[src/rtl/uart_tx_frame_gen.sv]
// +-----------------------------------------------------------------------------
// | Module   : uart_tx_frame_gen
// | Brief    : UART transmit framer: start, LSB-first data, optional parity, stop.
// |            Define UART_TX_TWO_STOP_EN to append a second stop bit (STOP2).
// | Revision : 1.0 - initial release
// +-----------------------------------------------------------------------------
`default_nettype none

module uart_tx_frame_gen #(
  parameter int DATA_WIDTH     = 8,
  parameter int PRESCALE_WIDTH = 6
) (
  input  logic                      clk,
  input  logic                      rst,
  input  logic [DATA_WIDTH-1:0]     p_data,
  input  logic                      data_valid,
  input  logic                      par_en,
  input  logic                      par_typ,
  input  logic [PRESCALE_WIDTH-1:0] prescale,
  output logic                      tx_out,
  output logic                      busy
);

  localparam int IDX_W = $clog2(DATA_WIDTH + 1);

  localparam logic [PRESCALE_WIDTH-1:0] c_min_prescale = PRESCALE_WIDTH'(2);
  localparam logic [PRESCALE_WIDTH-1:0] c_presc_one    = PRESCALE_WIDTH'(1);
  localparam logic [IDX_W-1:0]          c_idx_one      = IDX_W'(1);
  localparam logic [IDX_W-1:0]          c_last_idx     = IDX_W'(DATA_WIDTH - 1);

  typedef enum logic [2:0] {
    S_IDLE   = 3'd0,
    S_START  = 3'd1,
    S_DATA   = 3'd2,
    S_PARITY = 3'd3,
`ifdef UART_TX_TWO_STOP_EN
    S_STOP   = 3'd4,
    S_STOP2  = 3'd5
`else
    S_STOP   = 3'd4
`endif
  } state_t;

  state_t                    state_q,   state_d;
  logic [PRESCALE_WIDTH-1:0] cnt_q,     cnt_d;
  logic [IDX_W-1:0]          idx_q,     idx_d;
  logic [DATA_WIDTH-1:0]     data_q,    data_d;
  logic                      par_en_q,  par_en_d;
  logic                      par_typ_q, par_typ_d;
  logic [PRESCALE_WIDTH-1:0] presc_q,   presc_d;
  logic                      tx_q,      tx_d;
  logic                      busy_q,    busy_d;

  logic [PRESCALE_WIDTH-1:0] w_presc_eff;
  logic                      w_bit_done;
  logic                      w_data_bit;

  // Prescale values below 2 would make a bit shorter than the counter can resolve.
  assign w_presc_eff = (prescale < c_min_prescale) ? c_min_prescale : prescale;
  assign w_bit_done  = (cnt_q == (presc_q - c_presc_one));

  always_comb begin
    state_d   = state_q;
    cnt_d     = cnt_q;
    idx_d     = idx_q;
    data_d    = data_q;
    par_en_d  = par_en_q;
    par_typ_d = par_typ_q;
    presc_d   = presc_q;
    tx_d      = 1'b1;
    busy_d    = 1'b0;
    w_data_bit = 1'b0;

    if (state_q != S_IDLE) begin
      cnt_d = w_bit_done ? '0 : (cnt_q + c_presc_one);
    end

    case (state_q)
      S_IDLE: begin
        if (data_valid) begin
          data_d    = p_data;
          par_en_d  = par_en;
          par_typ_d = par_typ;
          presc_d   = w_presc_eff;
          cnt_d     = '0;
          idx_d     = '0;
          state_d   = S_START;
        end
      end
      S_START: begin
        if (w_bit_done) state_d = S_DATA;
      end
      S_DATA: begin
        if (w_bit_done) begin
          if (idx_q == c_last_idx) begin
            idx_d   = '0;
            state_d = par_en_q ? S_PARITY : S_STOP;
          end else begin
            idx_d = idx_q + c_idx_one;
          end
        end
      end
      S_PARITY: begin
        if (w_bit_done) state_d = S_STOP;
      end
      S_STOP: begin
`ifdef UART_TX_TWO_STOP_EN
        if (w_bit_done) state_d = S_STOP2;
`else
        if (w_bit_done) state_d = S_IDLE;
`endif
      end
`ifdef UART_TX_TWO_STOP_EN
      S_STOP2: begin
        if (w_bit_done) state_d = S_IDLE;
      end
`endif
      default: state_d = S_IDLE;
    endcase

    // Outputs are decoded from the next state so tx_out/busy leave a flop glitch-free.
    for (int i = 0; i < DATA_WIDTH; i++) begin
      if (idx_d == IDX_W'(i)) w_data_bit = data_d[i];
    end

    busy_d = (state_d != S_IDLE);
    case (state_d)
      S_START:  tx_d = 1'b0;
      S_DATA:   tx_d = w_data_bit;
      S_PARITY: tx_d = (^data_d) ^ par_typ_d;
      default:  tx_d = 1'b1;
    endcase
  end

  always_ff @(posedge clk or negedge rst) begin
    if (!rst) begin
      state_q   <= S_IDLE;
      cnt_q     <= '0;
      idx_q     <= '0;
      data_q    <= '0;
      par_en_q  <= 1'b0;
      par_typ_q <= 1'b0;
      presc_q   <= '0;
      tx_q      <= 1'b1;
      busy_q    <= 1'b0;
    end else begin
      state_q   <= state_d;
      cnt_q     <= cnt_d;
      idx_q     <= idx_d;
      data_q    <= data_d;
      par_en_q  <= par_en_d;
      par_typ_q <= par_typ_d;
      presc_q   <= presc_d;
      tx_q      <= tx_d;
      busy_q    <= busy_d;
    end
  end

  assign tx_out = tx_q;
  assign busy   = busy_q;

endmodule

`default_nettype wire

[config.mk]
export PLATFORM = sky130hd
export DESIGN_NAME = uart_tx_frame_gen
export DESIGN_NICKNAME = d
export VERILOG_FILES = /design/src/rtl/uart_tx_frame_gen.sv
export SDC_FILE = /design/constraint.sdc
export NUM_CORES = 1
export LEC_CHECK = 0
export CAP_MARGIN = 0
export CORE_ASPECT_RATIO = 1.25
export CORE_UTILIZATION = 50
export DETAILED_ROUTE_END_ITERATION = 8
export PLACE_DENSITY = 0.85
export SKIP_LAST_GASP = 1
export SLEW_MARGIN = 5
export SYNTH_ARGS = -nofsm -noshare
export SYNTH_HDL_FRONTEND = slang
export SYNTH_SLANG_ARGS = --single-unit
[constraint.sdc]
create_clock -name clk -period 2.35 [get_ports clk]
set_input_delay 0.47 -clock clk [delete_from_list [all_inputs] [get_ports clk]]
set_output_delay 0.47 -clock clk [all_outputs]
set_load 0.05 [all_outputs]
==> load_flow_metrics.sql, run 1 <==
INSERT INTO impl_metrics (metric_group, metric, value, unit) VALUES
('run_status', 'run_status', 'finished, violations left', ''),
('run_status', 'failed_checks', 'setup timing', ''),
('clocking', 'worst_skew_pair.late_latency', '0.29', 'ns'),
('synth', 'post_synth.cell_area_avg', '9.27', 'sq um'),
('placed_design', 'post_place_setup_slack', '-0.310', 'ns'),
('die', 'fp.coreArea', '3480', 'sq um'),
('route', 'routed_wl', '4880', 'microns'),
('setup_path', 'path_delay_family', 'compound AO/OA/AOI/OAI gates', ''),
('route', 'drc', '0', ''),
('sta', 'finalMaxSlewViolations', '0', ''),
('setup_path', 'critPathBufInv', '0', ''),
('sta', 'fmax', '0.376', 'GHz'),
('final_layout', 'post_route_cells_drive_above_1_share', '25.3', '%'),
('route', 'vias_per_instance', '5.69', ''),
('sta', 'timing.clock.skew', '0.00542', 'ns'),
('clocking', 'max-clock-path-buffers', '2', ''),
('placed_design', 'post-place-cells', '282', ''),
('sta', 'hold_viol', '0', ''),
('clocking', 'buffer_type_at_the_clock_tree_root', 'sky130_fd_sc_hd__clkbuf_8', ''),
('power_and_ir_drop', 'p_leak', '1.24', 'nW'),
('placed_design', 'placement.io_buffers', '20', ''),
('synth', 'postSynthNetCount', '220', ''),
('setup_path', 'worst_setup_path_end_kind', 'flip-flop', ''),
('synth', 'synth_async_sr_flop_share', '100', '%'),
('clocking', 'htree_levels', '2', ''),
('synth', 'synth.top_cells.by_area', 'sky130_fd_sc_hd__dfrtp_1 41%, sky130_fd_sc_hd__nand2_1 6.7%, sky130_fd_sc_hd__xnor2_1 5.2%', ''),
('global_route', 'antenna_found_initial', '0', ''),
('route', 'initialDrtViolationCount', '84', ''),
('sta', 'rsz0062_at_grt', 'yes', ''),
('clocking', 'tritoncts_clock_tree', 'built', ''),
('synth', 'synth_top_area_share', '40.9', '%'),
('placed_design', 'cell_area_after_placement', '2280', 'sq um'),
('synth', 'postSynthRegisterBits', '31', ''),
('global_route', 'grt_pass1_vias', '1708', ''),
('final_layout', 'antenna_diodes', '0', ''),
('sta', 'maxSlewHeadroom', '59.3', '%'),
('setup_path', 'critPathArrivalTime', '2.87', 'ns'),
('setup_path', 'worst_path_max_delay_cell', 'sky130_fd_sc_hd__dfrtp_1', ''),
('final_layout', 'fin_util', '71.9', '%'),
('die', 'ioPinCount', '21', ''),
('job', 'cap_violations', '0', ''),
('route', 'routedWlPerCell', '16.5', 'microns'),
('die', 'fp.dieH', '69.7', 'microns'),
('setup_path', 'maximum_net_fanout_on_the_critical_path', '6', ''),
('die', 'die_area', '3920', 'sq um'),
('synth', 'synthFlopType', 'sky130_fd_sc_hd__dfrtp_1', ''),
('final_layout', 'finish.instance_area', '2500', 'sq um'),
('final_layout', 'syn_to_final_growth', '36.4', '%'),
('global_route', 'globalRouteOverflowTotal', '0', ''),
('route', 'drt_first_pass_iters', '4', ''),
('global_route', 'grt_pass1_wl', '7290', 'microns'),
('route', 'ant_nets_after_route', '0', ''),
('synth', 'ys_seq_area_share', '42.3', '%'),
('synth', 'syn_area', '1840', 'sq um'),
('global_route', 'grt_start_max_net_pins', '32', ''),
('setup_path', 'timing_worst_setup_path_type', 'reg -> reg', ''),
('setup_path', 'slowest_delay', '0.42', 'ns'),
('synth', 'synthDistinctLibCells', '46', ''),
('power_and_ir_drop', 'power.density', '418', 'nW/um^2'),
('clocking', 'clkSlewWorstSetupHoldPaths', '0.06', 'ns'),
('sta', 'fin_ws', '-0.310', 'ns'),
('die', 'number_of_cell_rows', '24', ''),
('sta', 'finalSetupViolations', '2', ''),
('synth', 'post_synth_inst_count', '198', ''),
('setup_path', 'worst-endpoint-required', '2.56', 'ns'),
('hold_path', 'holdCritPathClass', 'reg -> reg', ''),
('synth', 'yosys_warnings', '0', ''),
('die', 'floorplan.initialDensity', '52.7', '%'),
('synth', 'synth.largest_area_cell', 'sky130_fd_sc_hd__dfrtp_1', ''),
('synth', 'synth-edff-count', '0', ''),
('placed_design', 'gpl.final_weighted_congestion', '0.915', '');
-- final timing paths --
path                            start    endpoint  slack, ns  cells after the start
setup / recovery           presc_q[2]      tx_out      -0.31                      9
hold / removal             presc_q[5]  presc_q[5]       0.51                      2
setup reg to reg           presc_q[2]      tx_out      -0.31                      9
hold reg to reg            presc_q[5]  presc_q[5]       0.51                      2
max in group asynchronous         rst      tx_out       1.45                      2
min in group asynchronous         rst   data_q[5]       0.56                      2
-- flip-flops by register name, summed over array words and instances, names as in the netlist --
register,flops
presc_q,6
data_q,8
busy,1
idx_q,4
par_typ_q,1
cnt_q,6
par_en_q,1
tx_out,1
state_q,3
-- kinds of logic after synthesis --
logic type / count (synthesis) / share of synthesized area [%]
AOI/OAI and AO/OA: 42 / 17.7
xor gates and xnor gates: 19 / 9.82
adders and majority gates: 3 / 2.05
buffers and inverters: 18 / 4.70
DFF: 31 / 42.3
muxes: 4 / 2.18
and+or+nand+nor: 81 / 21.2
-- synthesized netlist by cell type (2+ instances only) --
master and count:
sky130_fd_sc_hd__xor2_1 7, sky130_fd_sc_hd__xnor2_1 11, sky130_fd_sc_hd__a21oi_1 6, sky130_fd_sc_hd__nor2_1 17
sky130_fd_sc_hd__nor3_1 5, sky130_fd_sc_hd__o211ai_1 4, sky130_fd_sc_hd__nand2b_1 3, sky130_fd_sc_hd__nand4_1 2
sky130_fd_sc_hd__mux2i_1 4, sky130_fd_sc_hd__nand2_1 33, sky130_fd_sc_hd__o211ai_2 2, sky130_fd_sc_hd__o21ai_1 2
sky130_fd_sc_hd__clkbuf_1 2, sky130_fd_sc_hd__ha_1 3, sky130_fd_sc_hd__nand3b_1 4, sky130_fd_sc_hd__dfrtp_1 30
sky130_fd_sc_hd__inv_1 13, sky130_fd_sc_hd__o21ai_0 13, sky130_fd_sc_hd__nand3_1 8, sky130_fd_sc_hd__buf_6 2
sky130_fd_sc_hd__a22o_1 2
-- power breakdown --
group,switching (W),total (W),internal [W]
Sequential,0,0.000534,0.000534
Clock,0.000191,0.000458,0.000267
Combinational,0.0000217,0.0000556,0.0000338
-- layer usage --
metal,share of wire [%],GRT usage (%)
met5,0,0
met1,36,23.9
met2,57,46.7
met4,3.3,15.4
met3,3.6,5.97
-- stage by stage --
stage	total power, W	setup TNS (ns)	hold slack [ns]
final	0.00105	-0.551	0.510
after global routing	0.00108	-0.771	0.538
after CTS	0.00105	-0.355	0.501
after detailed placement	0.000599	-0.384	0.486
after global placement	0.000598	-0.242	0.474
after floorplan	0.000551	-0.150	0.174
-- worst register-to-register path, cell delays in order (launching register included) --
cell and delay [ns]:
sky130_fd_sc_hd__dfrtp_1 0.42, sky130_fd_sc_hd__or3_4 0.40, sky130_fd_sc_hd__nor4bb_4 0.18, sky130_fd_sc_hd__o21ba_4 0.23, sky130_fd_sc_hd__o211ai_4 0.30, sky130_fd_sc_hd__o41ai_4 0.10, sky130_fd_sc_hd__or2_4 0.30, sky130_fd_sc_hd__o211ai_2 0.19
sky130_fd_sc_hd__a211oi_2 0.09, sky130_fd_sc_hd__o41a_1 0.37
-- what timing repair did --
item	CTS	global route
endpoints found under the setup margin	2	8
setup buffers	3	3
resized for setup	6	12
pin swaps	3	8
-- layout make-up --
cell class / count / area (sq um)
inverters: 13 / 48.8
clock buffers: 8 / 100
repair buffers: 56 / 478
multi-input cells: 149 / 1050
well taps: 39 / 48.8
fillers: 246 / 980
flip-flops and latches: 31 / 777
(Power assumes the default switching activity.)
==> run 2: changes to the inputs <==
--- a/config.mk
+++ b/config.mk
@@ -10,6 +10,8 @@
 export CORE_UTILIZATION = 50
 export DETAILED_ROUTE_END_ITERATION = 8
 export PLACE_DENSITY = 0.85
+export REMOVE_ABC_BUFFERS = 1
+export SKIP_CTS_REPAIR_TIMING = 1
 export SKIP_LAST_GASP = 1
 export SLEW_MARGIN = 5
 export SYNTH_ARGS = -nofsm -noshare
==> load_flow_metrics.sql, run 2 (synthesized netlist as in run 1, its figures left out) <==
INSERT INTO impl_metrics (metric_group, metric, value, unit) VALUES
('sta', 'layout_worst_path_cycle_share', '111', '%'),
('setup_path', 'reg2reg_to', 'tx_out', ''),
('final_layout', 'layout_common_cells', '36 x sky130_fd_sc_hd__buf_4, 33 x sky130_fd_sc_hd__nand2_1, 30 x sky130_fd_sc_hd__dfrtp_1, 20 x sky130_fd_sc_hd__clkdlybuf4s50_1, 16 x sky130_fd_sc_hd__nor2_1', ''),
('final_layout', 'antenna_diodes', '0', ''),
('route', 'routed_wl', '4470', 'microns'),
('placed_design', 'gpl.final_weighted_congestion', '0.824', ''),
('final_layout', 'multiInputGateArea', '1010', 'sq um'),
('clocking', 'htree_levels', '2', ''),
('clocking', 'max-clock-path-buffers', '2', ''),
('global_route', 'grt_pass1_vias', '1730', ''),
('route', 'routedWlPerCell', '15.0', 'microns'),
('final_layout', 'final_common_cell', 'sky130_fd_sc_hd__buf_4', ''),
('setup_path', 'ff2ff_path_depth', '10', ''),
('setup_path', 'critPathArrivalTime', '2.81', 'ns'),
('final_layout', 'finish.instance_area', '2460', 'sq um'),
('global_route', 'grt_pass1_wl', '7310', 'microns'),
('final_layout', 'syn_to_final_growth', '33.8', '%'),
('clocking', 'cts_sinks', '31', ''),
('die', 'number_of_cell_rows', '24', ''),
('global_route', 'grt_start_max_net_pins', '32', ''),
('setup_path', 'timing.critical_path.to', 'tx_out', ''),
('die', 'fp.dieH', '69.7', 'microns'),
('sta', 'fmax', '0.383', 'GHz'),
('sta', 'fin_ws', '-0.262', 'ns'),
('route', 'initialDrtViolationCount', '61', ''),
('die', 'floorplan.initialDensity', '52.7', '%'),
('power_and_ir_drop', 'power.density', '412', 'nW/um^2'),
('sta', 'timing_worst_slew_pin_value', '0.535', 'ns'),
('placed_design', 'dpl.hpwl', '3310', 'microns'),
('run_status', 'failed_checks', 'setup timing', ''),
('die', 'fp.coreArea', '3480', 'sq um'),
('sta', 'period_minus_slack', '2.61', 'ns'),
('final_layout', 'largest_reg_flops', '8', ''),
('final_layout', 'num-fill-cells', '256', ''),
('setup_path', 'reg2reg_slack', '-0.26', 'ns'),
('route', 'ant_nets_after_route', '0', ''),
('job', 'cap_violations', '0', ''),
('die', 'ioPinCount', '21', ''),
('setup_path', 'critical_path.reg2reg.startpoint', 'presc_q[1]', ''),
('sta', 'fin_worst_hold_slack', '0.509', 'ns'),
('setup_path', 'startpoint_type', 'flip-flop', ''),
('clocking', 'tritoncts_clock_tree', 'built', ''),
('clocking', 'clkSlewWorstSetupHoldPaths', '0.07', 'ns'),
('sta', 'maxSlewHeadroom', '64.0', '%'),
('setup_path', 'worst_setup_path_end_kind', 'flip-flop', ''),
('final_layout', 'nets_final', '279', ''),
('sta', 'rsz0062_at_grt', 'yes', ''),
('placed_design', 'post_place_setup_slack', '-0.341', 'ns'),
('setup_path', 'worst-endpoint-required', '2.55', 'ns'),
('final_layout', 'largest_register', 'data_q', ''),
('placed_design', 'post-place-cells', '288', ''),
('clocking', 'buffer_type_at_the_clock_tree_root', 'sky130_fd_sc_hd__clkbuf_8', ''),
('hold_path', 'holdCritPathClass', 'reg -> reg', ''),
('die', 'die_area', '3920', 'sq um'),
('placed_design', 'cell_area_after_placement', '2320', 'sq um'),
('run_status', 'run_status', 'finished, violations left', ''),
('sta', 'hold_viol', '0', ''),
('placed_design', 'placement.io_buffers', '20', ''),
('setup_path', 'timing_worst_setup_path_type', 'reg -> reg', ''),
('setup_path', 'maximum_net_fanout_on_the_critical_path', '5', ''),
('sta', 'timing.clock.skew', '0.00887', 'ns'),
('sta', 'finalMaxSlewViolations', '0', ''),
('route', 'vias_per_instance', '5.60', ''),
('die', 'die-width', '56.2', 'microns'),
('clocking', 'worst_skew_pair.late_latency', '0.28', 'ns'),
('setup_path', 'worst_setup_path_startpoint', 'presc_q[1]', ''),
('final_layout', 'post_layout_nonfiller_instances', '297', ''),
('final_layout', 'regArea', '777', 'sq um'),
('route', 'via_count', '1664', ''),
('global_route', 'antenna_found_initial', '0', ''),
('final_layout', 'post_route_cells_drive_above_1_share', '23.6', '%'),
('global_route', 'grt_usage', '24.1', '%'),
('sta', 'finalSetupViolations', '3', ''),
('route', 'drt_first_pass_iters', '4', ''),
('power_and_ir_drop', 'p_leak', '1.23', 'nW'),
('clocking', 'cts_made_buffers', '5', ''),
('power_and_ir_drop', 'worst_ir_drop_vdd', '0.439', 'mV'),
('global_route', 'globalRouteOverflowTotal', '0', ''),
('final_layout', 'largest_registers', 'data_q x8, cnt_q x6, presc_q x6', ''),
('route', 'drc', '0', '');
run 2: changes by cell type in the layout (fill, tap and decap cells not counted), moves of 2 or more:
cell	before	now
sky130_fd_sc_hd__inv_2	2	0
sky130_fd_sc_hd__buf_4	34	36
sky130_fd_sc_hd__inv_1	11	13
sky130_fd_sc_hd__o21ai_0	10	12
run 2: report_power, final:
| group | internal, W | switching [W] | leakage, nW |
|---|---|---|---|
| clock | 0.000236 | 0.000189 | 0.0482 |
| combinational | 0.0000337 | 0.0000207 | 0.815 |
| sequential | 0.000534 | 0 | 0.369 |
| total | 0.000803 | 0.000210 | 1.23 |
run 2: worst min-delay path by stage:
stage / to / cells past startpoint / from
floorplan: busy / 0 / rst
global placement: par_typ_q / 2 / par_typ_q
detailed placement: par_typ_q / 2 / par_typ_q
CTS: presc_q[5] / 2 / presc_q[5]
global route: presc_q[5] / 2 / presc_q[5]
finish: par_typ_q / 2 / par_typ_q
run 2: per-layer routing:
| layer | share of wire (%) | wire length (microns) | track usage (%) |
|---|---|---|---|
| met5 | 0 | 0 | 0 |
| met4 | 2.7 | 119 | 10.3 |
| met3 | 1.9 | 85 | 4.66 |
| met2 | 57 | 2550 | 45.2 |
| met1 | 38 | 1710 | 25.5 |
run 2: cell type report:
type / count / share of cell area, %
inverters: 13 / 1.99
well taps: 39 / 1.99
clock buffers: 7 / 3.52
clock inverters: 1 / 0.204
multi-input cells: 149 / 41.1
repair buffers: 57 / 19.6
flip-flops and latches: 31 / 31.6
run 2: through the flow:
step / total power [W] / TNS, ns / utilization, %
after floorplan: 0.000551 / -0.232 / -
after global placement: 0.000598 / -0.342 / 66.5
after detailed placement: 0.000598 / -0.559 / 66.5
after CTS: 0.00102 / -0.620 / 69.1
after global routing: 0.00105 / -0.821 / 70.5
final: 0.00101 / -0.398 / 70.5
run 2: worst max-delay path: stages, from the launching register on:
cell and delay (ns):
sky130_fd_sc_hd__dfrtp_1 0.37, sky130_fd_sc_hd__buf_4 0.15, sky130_fd_sc_hd__or3_4 0.35, sky130_fd_sc_hd__nor4bb_4 0.18, sky130_fd_sc_hd__o21ba_2 0.22, sky130_fd_sc_hd__o211ai_4 0.25
sky130_fd_sc_hd__o41ai_4 0.12, sky130_fd_sc_hd__or2_4 0.30, sky130_fd_sc_hd__o211ai_2 0.15, sky130_fd_sc_hd__a211oi_1 0.09, sky130_fd_sc_hd__o41a_1 0.37
